<file path="src/rtl/arb_pkg.sv">
// arb_pkg: shared arbiter types and helpers.
// FSM state enum, index-width helper, one-hot to binary.
package arb_pkg;

  typedef enum logic {
    ARB_EMPTY,
    ARB_FULL
  } arb_state_t;

  localparam int ARB_MAX_W = 32;

  // ceil(log2(n)), never below 1 so a
  // single requester still gets a 1-bit index
  function automatic int clog2m1(input int n);
    int r;
    r = 0;
    for (int i = 0; i < 31; i++)
      if ((1 << i) < n) r = i + 1;
    return (r < 1) ? 1 : r;
  endfunction

  function automatic int unsigned oht2bin(
    input logic [ARB_MAX_W-1:0] oht
  );
    int unsigned b;
    b = 0;
    for (int i = 0; i < ARB_MAX_W; i++)
      if (oht[i]) b = b | i;
    return b;
  endfunction

endpackage

</file>
<file path="src/rtl/arb_rr_sel.sv">
// arb_rr_sel: round-robin one-hot select.
// in: req_vld, ptr; out: sel (one-hot or zero)
module arb_rr_sel
  import arb_pkg::*;
#(
  parameter int WIDTH = 4,
  parameter int IDX_W = clog2m1(WIDTH)
)(
  input  logic [WIDTH-1:0] req_vld,
  input  logic [IDX_W-1:0] ptr,
  output logic [WIDTH-1:0] sel
);

  logic [WIDTH-1:0] msk;
  logic [WIDTH-1:0] msk_oh;
  logic [WIDTH-1:0] vld_oh;

  // only requesters above the last winner
  always_comb begin
    msk = '0;
    for (int i = 0; i < WIDTH; i++)
      msk[i] = req_vld[i] & (i > int'(ptr));
  end

  // x & -x isolates the lowest set bit
  assign msk_oh = msk & (~msk + WIDTH'(1));
  assign vld_oh = req_vld & (~req_vld + WIDTH'(1));

  assign sel = (|msk) ? msk_oh : vld_oh;

endmodule

</file>
<file path="src/rtl/arb_rr_reg.sv">
// arb_rr_reg: round-robin arbiter, registered output.
// req_vld/req_dat/req_rdy in; out_vld/out_rdy/out_dat/
// out_oht/out_idx out. ARB_RR_LOCK_EN adds req_lck.
module arb_rr_reg
  import arb_pkg::*;
#(
  parameter  int WIDTH = 4,
  parameter  int DAT_W = 8,
  localparam int IDX_W = clog2m1(WIDTH)
)(
  input  logic               clk,
  input  logic               rst,
  input  logic [WIDTH-1:0]   req_vld,
  input  logic [WIDTH*DAT_W-1:0] req_dat,
`ifdef ARB_RR_LOCK_EN
  input  logic [WIDTH-1:0]   req_lck,
`endif
  output logic [WIDTH-1:0]   req_rdy,
  output logic               out_vld,
  input  logic               out_rdy,
  output logic [DAT_W-1:0]   out_dat,
  output logic [WIDTH-1:0]   out_oht,
  output logic [IDX_W-1:0]   out_idx
);

  arb_state_t       state;
  logic [IDX_W-1:0] ptr;
  logic [WIDTH-1:0] rr;
  logic [WIDTH-1:0] sel;
  logic [WIDTH-1:0] win;
  logic             load;
  logic             hs;
  logic [DAT_W-1:0] win_dat;
  logic [IDX_W-1:0] win_idx;

  arb_rr_sel #(
    .WIDTH (WIDTH),
    .IDX_W (IDX_W)
  ) u_sel (
    .req_vld (req_vld),
    .ptr     (ptr),
    .sel     (rr)
  );

`ifdef ARB_RR_LOCK_EN
  logic             lck;
  logic [WIDTH-1:0] lck_oht;

  // a locked packet owns the channel until
  // its last beat, even across idle cycles
  assign sel = lck ? lck_oht : rr;

  always_ff @(posedge clk or posedge rst) begin
    if (rst) begin
      lck     <= 1'b0;
      lck_oht <= '0;
    end else if (hs) begin
      lck     <= |(win & req_lck);
      lck_oht <= win;
    end
  end
`else
  assign sel = rr;
`endif

  assign out_vld = (state == ARB_FULL);
  assign load    = (state == ARB_EMPTY) | out_rdy;
  assign req_rdy = load ? sel : '0;
  assign win     = req_vld & req_rdy;
  assign hs      = |win;
  assign win_idx = IDX_W'(oht2bin(ARB_MAX_W'(win)));

  always_comb begin
    win_dat = '0;
    for (int i = 0; i < WIDTH; i++)
      if (win[i])
        win_dat = win_dat | req_dat[i*DAT_W +: DAT_W];
  end

  always_ff @(posedge clk or posedge rst) begin
    if (rst) begin
      state   <= ARB_EMPTY;
      ptr     <= IDX_W'(WIDTH - 1);
      out_dat <= '0;
      out_oht <= '0;
      out_idx <= '0;
    end else if (load) begin
      if (hs) begin
        state   <= ARB_FULL;
        ptr     <= win_idx;
        out_dat <= win_dat;
        out_oht <= win;
        out_idx <= win_idx;
      end else begin
        state   <= ARB_EMPTY;
      end
    end
  end

endmodule

</file>
<file path="config.mk">
export PLATFORM = sky130hd
export DESIGN_NAME = arb_rr_reg
export DESIGN_NICKNAME = d
export VERILOG_FILES = /design/src/rtl/arb_pkg.sv /design/src/rtl/arb_rr_sel.sv /design/src/rtl/arb_rr_reg.sv
export SDC_FILE = /design/constraint.sdc
export NUM_CORES = 1
export LEC_CHECK = 0
export ABC_AREA = 1
export ABC_CLOCK_PERIOD_IN_PS = 1500
export CORE_ASPECT_RATIO = 1.25
export CORE_MARGIN = 2
export CORE_UTILIZATION = 36
export CTS_CLUSTER_DIAMETER = 40
export DETAILED_ROUTE_END_ITERATION = 8
export PLACE_DENSITY = 0.88
export SLEW_MARGIN = 10
export SYNTH_ARGS = -nofsm -noshare
export SYNTH_HDL_FRONTEND = slang
export SYNTH_SLANG_ARGS = --single-unit
</file>
<file path="constraint.sdc">
create_clock -name clk -period 1.5 [get_ports clk]
set_clock_uncertainty 0.1 [all_clocks]
set_input_delay 0.225 -clock clk [delete_from_list [all_inputs] [get_ports clk]]
set_output_delay 0.225 -clock clk [all_outputs]
set_load 0.02 [all_outputs]
</file>
==> key figures <==
Placed design
  • Inst Count DP: 261
  • Post-DP HPWL: 2.96 mm
  • GPL Wtd Cong: 0.787
  • Post-place setup slack: -701 ps
  • Buffers on Ports: 57
  • DP Area: 0.00194 mm2

GRT
  • GRT met2 Usage: 0.411
  • Met3 Usage GRT: 0.0202
  • Gr ovfl total: 0
  • Total Routing Usage GR: 0.216
  • Grt met1 use: 0.235
  • GRT Max-Usage Layer: met2
  • First-pass GRT wire length: 5.65 mm
  • Vias in the first global route: 1,275
  • Initial antenna violation count: 0
  • Largest net degree at the start of global routing: 12

STA
  • Final hold violations: 0
  • Final period util: 1.25
  • RSZ-0062 raised after global routing: yes
  • Final setup fails: 21
  • Final WS setup: -376 ps
  • Fin. max-slew vios: 0
  • Tightest Pin Transition: 254 ps
  • Max_slew headroom: 0.831
  • Final Critical Period: 1880 ps
  • F_max: 533 MHz

Clock tree
  • CTS tree: built
  • CTS H-tree lvls: 1
  • Clk slew on worst S/H paths: 110 ps
  • Clock Tree Buf Depth: 2
  • CTS Buf Count: 3
  • Root Buffer: clkbuf_4
  • # clock sinks: 17
  • Worst skew pair latency: 290 ps

Route
  • Via/cell ratio: 4.93
  • # DRC: 0
  • Drt first pass iters: 4
  • Routed WL: 3.88 mm
  • Initial DRC Count: 45
  • DR WL/cell: 14.2 um
  • Post-detailed-route count of antenna-violating nets: 0
  • Vias: 1,345

Layout
  • Nets@finish: 277
  • Most frequent cells in the layout: nand2_1 (39), clkdlybuf4s50_1 (38), buf_4 (24)
  • Ant diodes: 0
  • Area Overhead vs Synth: 83.0%
  • Fill count: 215
  • Commonest non-fill, non-tap cell in the layout: nand2_1
  • Layout cells sized above 1: 0.384
  • Finished Cell Area: 0.00209 mm2
  • Final Non-Filler Cells: 273

Synthesis
  • Syn Inst Count: 148
  • Syn. warnings: 0
  • Yosys cell types: 19
  • Synth Net Count: 187
  • Sequential area share after synthesis: 0.374
  • Syn_area_per_cell: 7.73 um2
  • Flop and latch count out of synthesis: 17
  • Mapped cell area: 0.00114 mm2

Die
  • FP Rows: 22
  • Die Ht: 67.0 um
  • Starting Density: 0.385
  • Die Width: 54.4 um
  • Core area: 0.00297 mm2
  • Top Ports: 58
  • Die area: 0.00365 mm2

Worst setup path
  • Worst reg-to-reg path cell count: 11
  • Critical path class: register to primary output
  • Data arrival time of the worst path: 1550 ps
  • WP data required: 1170 ps
  • Crit. End Element: primary output
  • Crit Path Max Fanout: 5
  • CP Launch Type: register

Power
  • Internal power: 2.14 mW
  • Clock network power share: 0.062
  • Comb power frac: 0.728
  • Pleak: 1.05 nW
  • Pwr dens: 1980 mW/mm2
  • Switching fraction of total power: 0.483
  • Peak VDD IR: 1.46 mV
  • Switching component of the power: 2.00 mW
  • Sequential group share of total power: 0.211

Flow run
  • MaxCap Viol Count: 0

Status
  • Status: finished, violations left
  • Failing checks: setup timing

Worst hold path
  • Worst Hold Class: input pin to asynchronous set/reset pin
[logic make-up after synthesis]
| logic type | after synthesis | synth area share |
|---|---|---|
| flops | 17 | 0.374 |
| buf+inv | 14 | 0.0536 |
| simple gates | 116 | 0.568 |
| compound gates | 1 | 0.00437 |
[state kept, by name (all words and copies together), names as in the netlist]
signal and cells:
ptr 2, out_oht 4, out_idx 2, out_dat 8, out_vld 1
[metrics by stage]
stage | hold slack, ps | TNS [ps] | utilization | power [mW]
finish | 42.4 | -6910 | 0.704 | 4.14
global route | 75.0 | -8790 | 0.704 | 4.45
CTS | 37.6 | -6410 | 0.670 | 3.84
detailed placement | 357 | -10260 | 0.652 | 3.57
global placement | 353 | -9380 | 0.652 | 3.48
floorplan | 49.5 | -1650 | - | 2.39
[metal layers]
layer  vias up  routed length [um]
li1        656                   -
met1       632                1420
met2        49                2170
met3         8                 208
met4         0                  82
met5         -                   0
[cell usage after synthesis (all sizes together)]
master | instances | area [um2]
buf | 1 | 11.3
nor2 | 16 | 103
nand2 | 69 | 317
dfrtp | 15 | 375
o21ai | 1 | 5.00
inv | 12 | 45.1
dfstp | 2 | 52.6
nand3 | 20 | 130
nand4 | 10 | 92.6
nand3b | 1 | 7.51
clkinv | 1 | 5.00
[what timing repair did]
action,4_1_cts,5_1_grt
hold buffers,0,0
resized for setup,47,21
pin swaps,3,13
setup endpoints to repair,36,21
buffers inserted,2,7
[worst max-delay path, cell delays in order (launching register included)]
cell	delay (ps)
dfstp_2	600
inv_4	70
nand2_8	100
buf_6	110
nand4_4	120
nand2_4	110
inv_2	40
buf_6	120
[power by group through the flow]
stage / Sequential, mW / Combinational, mW / Clock, mW
6_report: 0.872 / 3.01 / 0.255
3_3_place_gp: 0.857 / 2.62 / 0
5_1_grt: 0.903 / 3.27 / 0.278
4_1_cts: 0.857 / 2.72 / 0.264
2_1_floorplan: 1.10 / 1.30 / 0
3_5_place_dp: 0.865 / 2.71 / 0
[cell type report]
class                   instances  area (um2)  area share
clock buffers                   3        22.5      0.0108
clock inverters                 1        5.00     0.00239
inverters                      13        53.8      0.0257
multi-input cells             117         744       0.356
flip-flops and latches         17         429       0.205
well taps                      36        45.0      0.0215
repair buffers                 86         793       0.379
[worst paths after layout]
check | to | start | slack [ps]
setup / recovery | req_rdy[2] | ptr[1] | -380
hold / removal | out_idx[0] | rst | 40
setup reg to reg | out_oht[2] | ptr[1] | -350
hold reg to reg | out_dat[1] | out_dat[1] | 380
max in group asynchronous | out_vld | rst | 800
min in group clk | out_dat[1] | out_dat[1] | 380
Note: power is estimated with default switching activity, not from simulation.
